[src/rtl/arm_decode_pkg.sv]
`default_nettype none
// ============================================================================
// Module   : arm_decode_pkg
// Purpose  : Shared ARMv4 decode encodings: family indices, condition codes.
// Revision : 1.0
// ============================================================================
package arm_decode_pkg;

  localparam int FAM_W = 16;

  // Family index = bit position in the one-hot family vector.
  localparam logic [3:0] FAM_DP_IMMSH  = 4'd0;
  localparam logic [3:0] FAM_DP_REGSH  = 4'd1;
  localparam logic [3:0] FAM_DP_IMM    = 4'd2;
  localparam logic [3:0] FAM_MUL       = 4'd3;
  localparam logic [3:0] FAM_MULL      = 4'd4;
  localparam logic [3:0] FAM_SWP       = 4'd5;
  localparam logic [3:0] FAM_HALF      = 4'd6;
  localparam logic [3:0] FAM_LS_IMM    = 4'd7;
  localparam logic [3:0] FAM_LS_REG    = 4'd8;
  localparam logic [3:0] FAM_LSM       = 4'd9;
  localparam logic [3:0] FAM_BRANCH    = 4'd10;
  localparam logic [3:0] FAM_BX        = 4'd11;
  localparam logic [3:0] FAM_PSR       = 4'd12;
  localparam logic [3:0] FAM_SWI       = 4'd13;
  localparam logic [3:0] FAM_UNDEF     = 4'd14;
  localparam logic [3:0] FAM_COND_FAIL = 4'd15;

  typedef logic [FAM_W-1:0] fam_vec_t;

  typedef enum logic [3:0] {
    EQ = 4'h0, NE = 4'h1, CS = 4'h2, CC = 4'h3,
    MI = 4'h4, PL = 4'h5, VS = 4'h6, VC = 4'h7,
    HI = 4'h8, LS = 4'h9, GE = 4'hA, LT = 4'hB,
    GT = 4'hC, LE = 4'hD, AL = 4'hE, NV = 4'hF
  } cond_e;

  function automatic fam_vec_t fam_onehot(input logic [3:0] idx);
    fam_vec_t v;
    v      = '0;
    v[idx] = 1'b1;
    return v;
  endfunction

endpackage
`default_nettype wire

[src/rtl/arm_cond_check.sv]
`default_nettype none
// ============================================================================
// Module   : arm_cond_check
// Purpose  : Combinational ARMv4 condition-code evaluation against {N,Z,C,V}.
// Revision : 1.0
// ============================================================================
module arm_cond_check
  import arm_decode_pkg::*;
(
  input  logic [3:0] cond,
  input  logic [3:0] nzcv,
  output logic       pass
);

  logic w_n;
  logic w_z;
  logic w_c;
  logic w_v;

  assign {w_n, w_z, w_c, w_v} = nzcv;

  always_comb begin
    pass = 1'b0;
    case (cond_e'(cond))
      EQ: pass = w_z;
      NE: pass = !w_z;
      CS: pass = w_c;
      CC: pass = !w_c;
      MI: pass = w_n;
      PL: pass = !w_n;
      VS: pass = w_v;
      VC: pass = !w_v;
      HI: pass = w_c && !w_z;
      LS: pass = !w_c || w_z;
      GE: pass = (w_n == w_v);
      LT: pass = (w_n != w_v);
      GT: pass = !w_z && (w_n == w_v);
      LE: pass = w_z || (w_n != w_v);
      AL: pass = 1'b1;
      NV: pass = 1'b0;
      default: pass = 1'b0;
    endcase
  end

endmodule
`default_nettype wire

[src/rtl/instr_family_decoder.sv]
`default_nettype none
// ============================================================================
// Module   : instr_family_decoder
// Purpose  : Two-stage (capture, classify) ARMv4 instruction family decoder.
//            IDEC_COND_EVAL_EN enables condition-fail (family 15) reporting.
// Revision : 1.0
// ============================================================================
module instr_family_decoder
  import arm_decode_pkg::*;
(
  input  logic        clk,
  input  logic        rst_n,
  input  logic        in_valid,
  output logic        in_ready,
  input  logic [31:0] in_instr,
  input  logic [3:0]  nzcv,
  input  logic        flush,
  output logic [15:0] family_bits,
  output logic        fam_valid,
  input  logic        dec_take,
  output logic [31:0] instr_out,
  output logic        take_err
);

  // Priority-ordered classification; the first matching rule wins.
  function automatic fam_vec_t classify(input logic [31:0] w);
    logic [3:0] f;
    if (w[27:4] == 24'h12FFF1)
      f = FAM_BX;
    else if (w[27:23] == 5'b00010 && w[21:20] == 2'b00 && w[11:4] == 8'h09)
      f = FAM_SWP;
    else if (w[27:22] == 6'b000000 && w[7:4] == 4'b1001)
      f = FAM_MUL;
    else if (w[27:23] == 5'b00001 && w[7:4] == 4'b1001)
      f = FAM_MULL;
    else if (w[27:25] == 3'b000 && w[7] && w[4])
      f = FAM_HALF;
    else if (w[27:26] == 2'b00 && w[24:23] == 2'b10 && !w[20])
      f = FAM_PSR;
    else if (w[27:25] == 3'b000 && w[4])
      f = FAM_DP_REGSH;
    else if (w[27:25] == 3'b000)
      f = FAM_DP_IMMSH;
    else if (w[27:25] == 3'b001)
      f = FAM_DP_IMM;
    else if (w[27:25] == 3'b010)
      f = FAM_LS_IMM;
    else if (w[27:25] == 3'b011 && !w[4])
      f = FAM_LS_REG;
    else if (w[27:25] == 3'b100)
      f = FAM_LSM;
    else if (w[27:25] == 3'b101)
      f = FAM_BRANCH;
    else if (w[27:24] == 4'b1111)
      f = FAM_SWI;
    else
      f = FAM_UNDEF;
    return fam_onehot(f);
  endfunction

  logic        r_s1_valid;
  logic [31:0] r_s1_instr;
  logic        r_s2_valid;
  fam_vec_t    r_s2_fam;
  logic [31:0] r_s2_instr;
  logic        r_take_err;

  logic        w_s1_adv;
  logic        w_in_ready;
  logic        w_accept;
  fam_vec_t    w_fam_sel;

  assign w_s1_adv   = !r_s2_valid || dec_take;
  assign w_in_ready = !flush && (!r_s1_valid || w_s1_adv);
  assign w_accept   = in_valid && w_in_ready;

  always_ff @(posedge clk or negedge rst_n) begin
    if (!rst_n) begin
      r_s1_valid <= 1'b0;
      r_s1_instr <= '0;
      r_s2_valid <= 1'b0;
      r_s2_fam   <= '0;
      r_s2_instr <= '0;
    end else if (flush) begin
      r_s1_valid <= 1'b0;
      r_s2_valid <= 1'b0;
    end else begin
      // S2 is refilled from S1 (or left empty) whenever it is free or consumed.
      if (w_s1_adv) begin
        r_s2_valid <= r_s1_valid;
        if (r_s1_valid) begin
          r_s2_instr <= r_s1_instr;
          r_s2_fam   <= classify(r_s1_instr);
        end
      end
      if (w_accept) begin
        r_s1_valid <= 1'b1;
        r_s1_instr <= in_instr;
      end else if (w_s1_adv) begin
        r_s1_valid <= 1'b0;
      end
    end
  end

  always_ff @(posedge clk or negedge rst_n) begin
    if (!rst_n)
      r_take_err <= 1'b0;
    else if (dec_take && !r_s2_valid)
      r_take_err <= 1'b1;
  end

`ifdef IDEC_COND_EVAL_EN
  logic w_cond_pass;

  // Live flags: a flag update by the previous instruction is seen immediately.
  arm_cond_check u_cond_check (
    .cond (r_s2_instr[31:28]),
    .nzcv (nzcv),
    .pass (w_cond_pass)
  );

  assign w_fam_sel = w_cond_pass ? r_s2_fam : fam_onehot(FAM_COND_FAIL);
`else
  logic w_unused_cond_pass;

  arm_cond_check u_cond_check (
    .cond (r_s2_instr[31:28]),
    .nzcv (nzcv),
    .pass (w_unused_cond_pass)
  );

  assign w_fam_sel = r_s2_fam;
`endif

  assign in_ready    = w_in_ready;
  assign fam_valid   = r_s2_valid;
  assign family_bits = r_s2_valid ? w_fam_sel : '0;
  assign instr_out   = r_s2_valid ? r_s2_instr : '0;
  assign take_err    = r_take_err;

endmodule
`default_nettype wire

[config.mk]
export PLATFORM = sky130hd
export DESIGN_NAME = instr_family_decoder
export DESIGN_NICKNAME = d
export VERILOG_FILES = /design/src/rtl/arm_decode_pkg.sv /design/src/rtl/arm_cond_check.sv /design/src/rtl/instr_family_decoder.sv
export SDC_FILE = /design/constraint.sdc
export NUM_CORES = 1
export LEC_CHECK = 0
export ABC_CLOCK_PERIOD_IN_PS = 1800
export BUFFER_PORTS_ARGS = -buffer_cell sky130_fd_sc_hd__buf_2
export CAP_MARGIN = 20
export CORE_AREA = 2 2 76 114
export DETAILED_ROUTE_END_ITERATION = 8
export DIE_AREA = 0 0 78 116
export PLACE_DENSITY = 0.82
export SLEW_MARGIN = 0
export SYNTH_ARGS = -nofsm -noshare
export SYNTH_HDL_FRONTEND = slang
export SYNTH_HIERARCHICAL = 1
export SYNTH_SLANG_ARGS = --single-unit
export TNS_END_PERCENT = 100
[constraint.sdc]
create_clock -name clk -period 1.8 [get_ports clk]
set_input_delay 0.09 -clock clk [delete_from_list [all_inputs] [get_ports clk]]
set_output_delay 0.09 -clock clk [all_outputs]
set_load 0.01 [all_outputs]
==> qor.csv <==
metric,value,unit
outcome,finished with violations,
failing checks,setup timing,
antenna cells,0,
Die H,116,um
final non-filler cell total,554,
Main synth FF type,dfrtp_1,
Yosys top cell area share,0.553,
PortBufs,87,
Final min period,1890,ps
chip width,78,um
Final GP Congestion,0.918,
crit path kind,reg2reg,
fin. max-slew vios,0,
worst endpoint data arrival time,2140,ps
RSZ-0062 raised after global routing,true,
Mapped Cells,305,
Compound-Gate Fraction of Synth Area,0.0700,
"delay-heaviest family, CP",simple AND/OR/NAND/NOR gates,
fin crit share,1.05,
Power Density,988,nW/um^2
wire per inst,15.1,um
total grt overflow,0,
clk_skew,4.49,ps
synth top area cells,"dfrtp_1, mux2_2, and2_1",
Post-synth ARST share,1.00,
Setup WS post-layout,-85.2,ps
io pins,92,
clock tree buffer depth,2,
floorplan row count,40,
largest family of logic cells by synthesized area,multiplexers,
clock root buffer,clkbuf_16,
peak supply drop,0.000639,V
# DRC,0,
largest net degree at the start of global routing,51,
Slowest cell on crit path,or4b_4,
TNS Setup,-413,ps
Pre-Repair DR Iteration Count,4,
via count,2841,
number of global-route vias before repair,3016,
first-pass GRT wire length,14000,um
post-synthesis adder-cell area fraction,0,
drt initial violations,182,
Max Cap Viol,0,
Unique masters post-synth,43,
final hold slack,14.0,ps
layout cell share with drive strength beyond 1,0.490,
hpwl dp,5510,um
"Core Util, Final",0.647,
H-tree Lvls,3,
synthesis-to-finish area growth,38.0,%
DRT Wirelength,8380,um
Overall Power,5.12,mW
cell taking the most area after synthesis,dfrtp_1,
"Max FO, Critical Path",4,
"Cell Area, Synth",3750,um^2
CTS tree,yes,
yosys synthesis warning count,6,
Rel. slew slack,0.661,
Final Hold Vio Count,0,
xor and xnor area share after synthesis,0,
Leak,2.45,nW
TritonCTS Buffers,9,
WP data required,2060,ps
layout net count,487,
# setup viols final,12,
"Clk pin slew, worst setup/hold paths",50,ps
Synth Area in Simple Gates,0.168,
Avg Synthesized Cell Area,12.3,um^2
total track usage,0.198,
syn_nets,346,
sequential element share of the synthesized area,0.553,
vias per cell,5.13,
die area,9050,um^2
crit path capture type,flop,
fmax,530,MHz
measured slew at the worst slew-check pin,508,ps
DRT antenna net count,0,
Worst path max stage delay,560,ps
#FFs+latches synth,83,
Clock Latency Late Sink,330,ps
initial antenna violation count,0,
FILL cells,629,
"Buf+Inv Stages, Crit Path",0,
Core Area,8010,um^2
number of synthesized flops with an enable pin,0,
critical-path cell list,or4b_4 > a32oi_4 > nand2b_4 > or3_4 > o21ai_2,
mux contribution to synthesized area,0.186,
Starting Density,0.469,
TritonCTS Sinks,83,
Inst Count DP,505,
Worst Hold Class,in2reg,
CP startpoint kind,flop,
-- layout by cell type, fill, tap and decap left out, types with 2 or more instances in the layout --
cell / Yosys / final
nor4b_4: 1 / 2
nor2_2: 0 / 2
and2_1: 49 / 49
buf_12: 0 / 2
nand3_1: 5 / 5
buf_4: 0 / 26
dfrtp_2: 0 / 3
dfrtp_1: 83 / 80
and4_1: 2 / 2
inv_1: 3 / 3
o21ai_1: 0 / 5
and3_1: 3 / 2
nor4_2: 0 / 2
o21ai_0: 13 / 5
buf_2: 10 / 86
nand2_1: 19 / 19
a21oi_1: 2 / 2
dlygate4sd3_1: 0 / 32
clkbuf_1: 6 / 5
nor3_1: 3 / 2
o21ai_2: 3 / 6
or4b_4: 1 / 2
clkbuf_16: 0 / 9
nor2_1: 7 / 5
o21bai_2: 0 / 2
mux2_2: 62 / 62
-- where the power goes --
group	switching (mW)	internal, mW	leakage [nW]
combinational	0.465	0.626	1.32
sequential	0.225	2.24	1.01
clock	0.641	0.921	0.117
-- stage by stage --
step | setup slack [ps] | instance area, um^2
6_report | -85.2 | 5180
5_1_grt | -161 | 5180
3_3_place_gp | -78.7 | 4470
2_1_floorplan | 17.1 | 3780
4_1_cts | -86.1 | 5100
3_5_place_dp | -159 | 4470
-- kinds of logic after synthesis --
group,after synthesis
AND/OR/NAND/NOR,105
flip-flops,83
multiplexers,62
buffers and inverters,19
AO/OA/AOI/OAI,36
-- flip-flops by register name (all words and copies together) (netlist names) --
name,count
fam_valid,1
r_s1_instr,32
r_s1_valid,1
r_s2_fam,16
r_s2_instr,32
take_err,1
-- final cells by class --
type                    count  area (um^2)  area share
clock buffers              14          244      0.0471
inverters                   3         11.3     0.00217
multi-input cells         203         1730       0.333
flip-flops and latches     83         2080       0.402
well taps                 105          131      0.0254
repair buffers            146          986       0.190
-- path summary, 6_finish.rpt --
check / start / end / slack, ps / cells after the start
setup reg to reg: r_s1_instr[26] / r_s2_fam[13] / -90 / 5
max in group asynchronous: rst_n / r_s1_instr[23] / 910 / 3
setup / recovery: r_s1_instr[26] / r_s2_fam[13] / -90 / 5
hold / removal: in_instr[23] / r_s1_instr[23] / 10 / 2
hold reg to reg: take_err / take_err / 470 / 1
min in group asynchronous: rst_n / r_s2_instr[17] / 270 / 2
-- synth_stat cells, types with 2 or more instances --
master     instances
nand3_1            5
nor2_1             7
dfrtp_1           83
a22o_1             2
mux2_2            62
nor3_1             3
a32oi_1            2
nand2_1           19
and4_1             2
a2bb2oi_1          2
a21oi_1            2
and3_1             3
o21bai_1           3
and2_1            49
clkbuf_1           6
nand2b_1           2
buf_2             10
nor4_1             2
o21ai_0           13
inv_1              3
o21ai_2            3
-- routing by layer --
metal | global-route usage | wire (um) | vias to the layer above
li1 | - | - | 1358
met1 | 0.225 | 3280 | 1396
met2 | 0.352 | 4590 | 71
met3 | 0.0397 | 291 | 16
met4 | 0.104 | 221 | 0
met5 | 0 | 0 | -
-- timing repair --
action,CTS,global route
gates resized for setup,18,15
setup buffers,3,1
pin swaps,13,4
hold buffers,32,0
setup endpoints to repair,15,15
hold endpoints to repair,70,0
(Power assumes the default switching activity.)
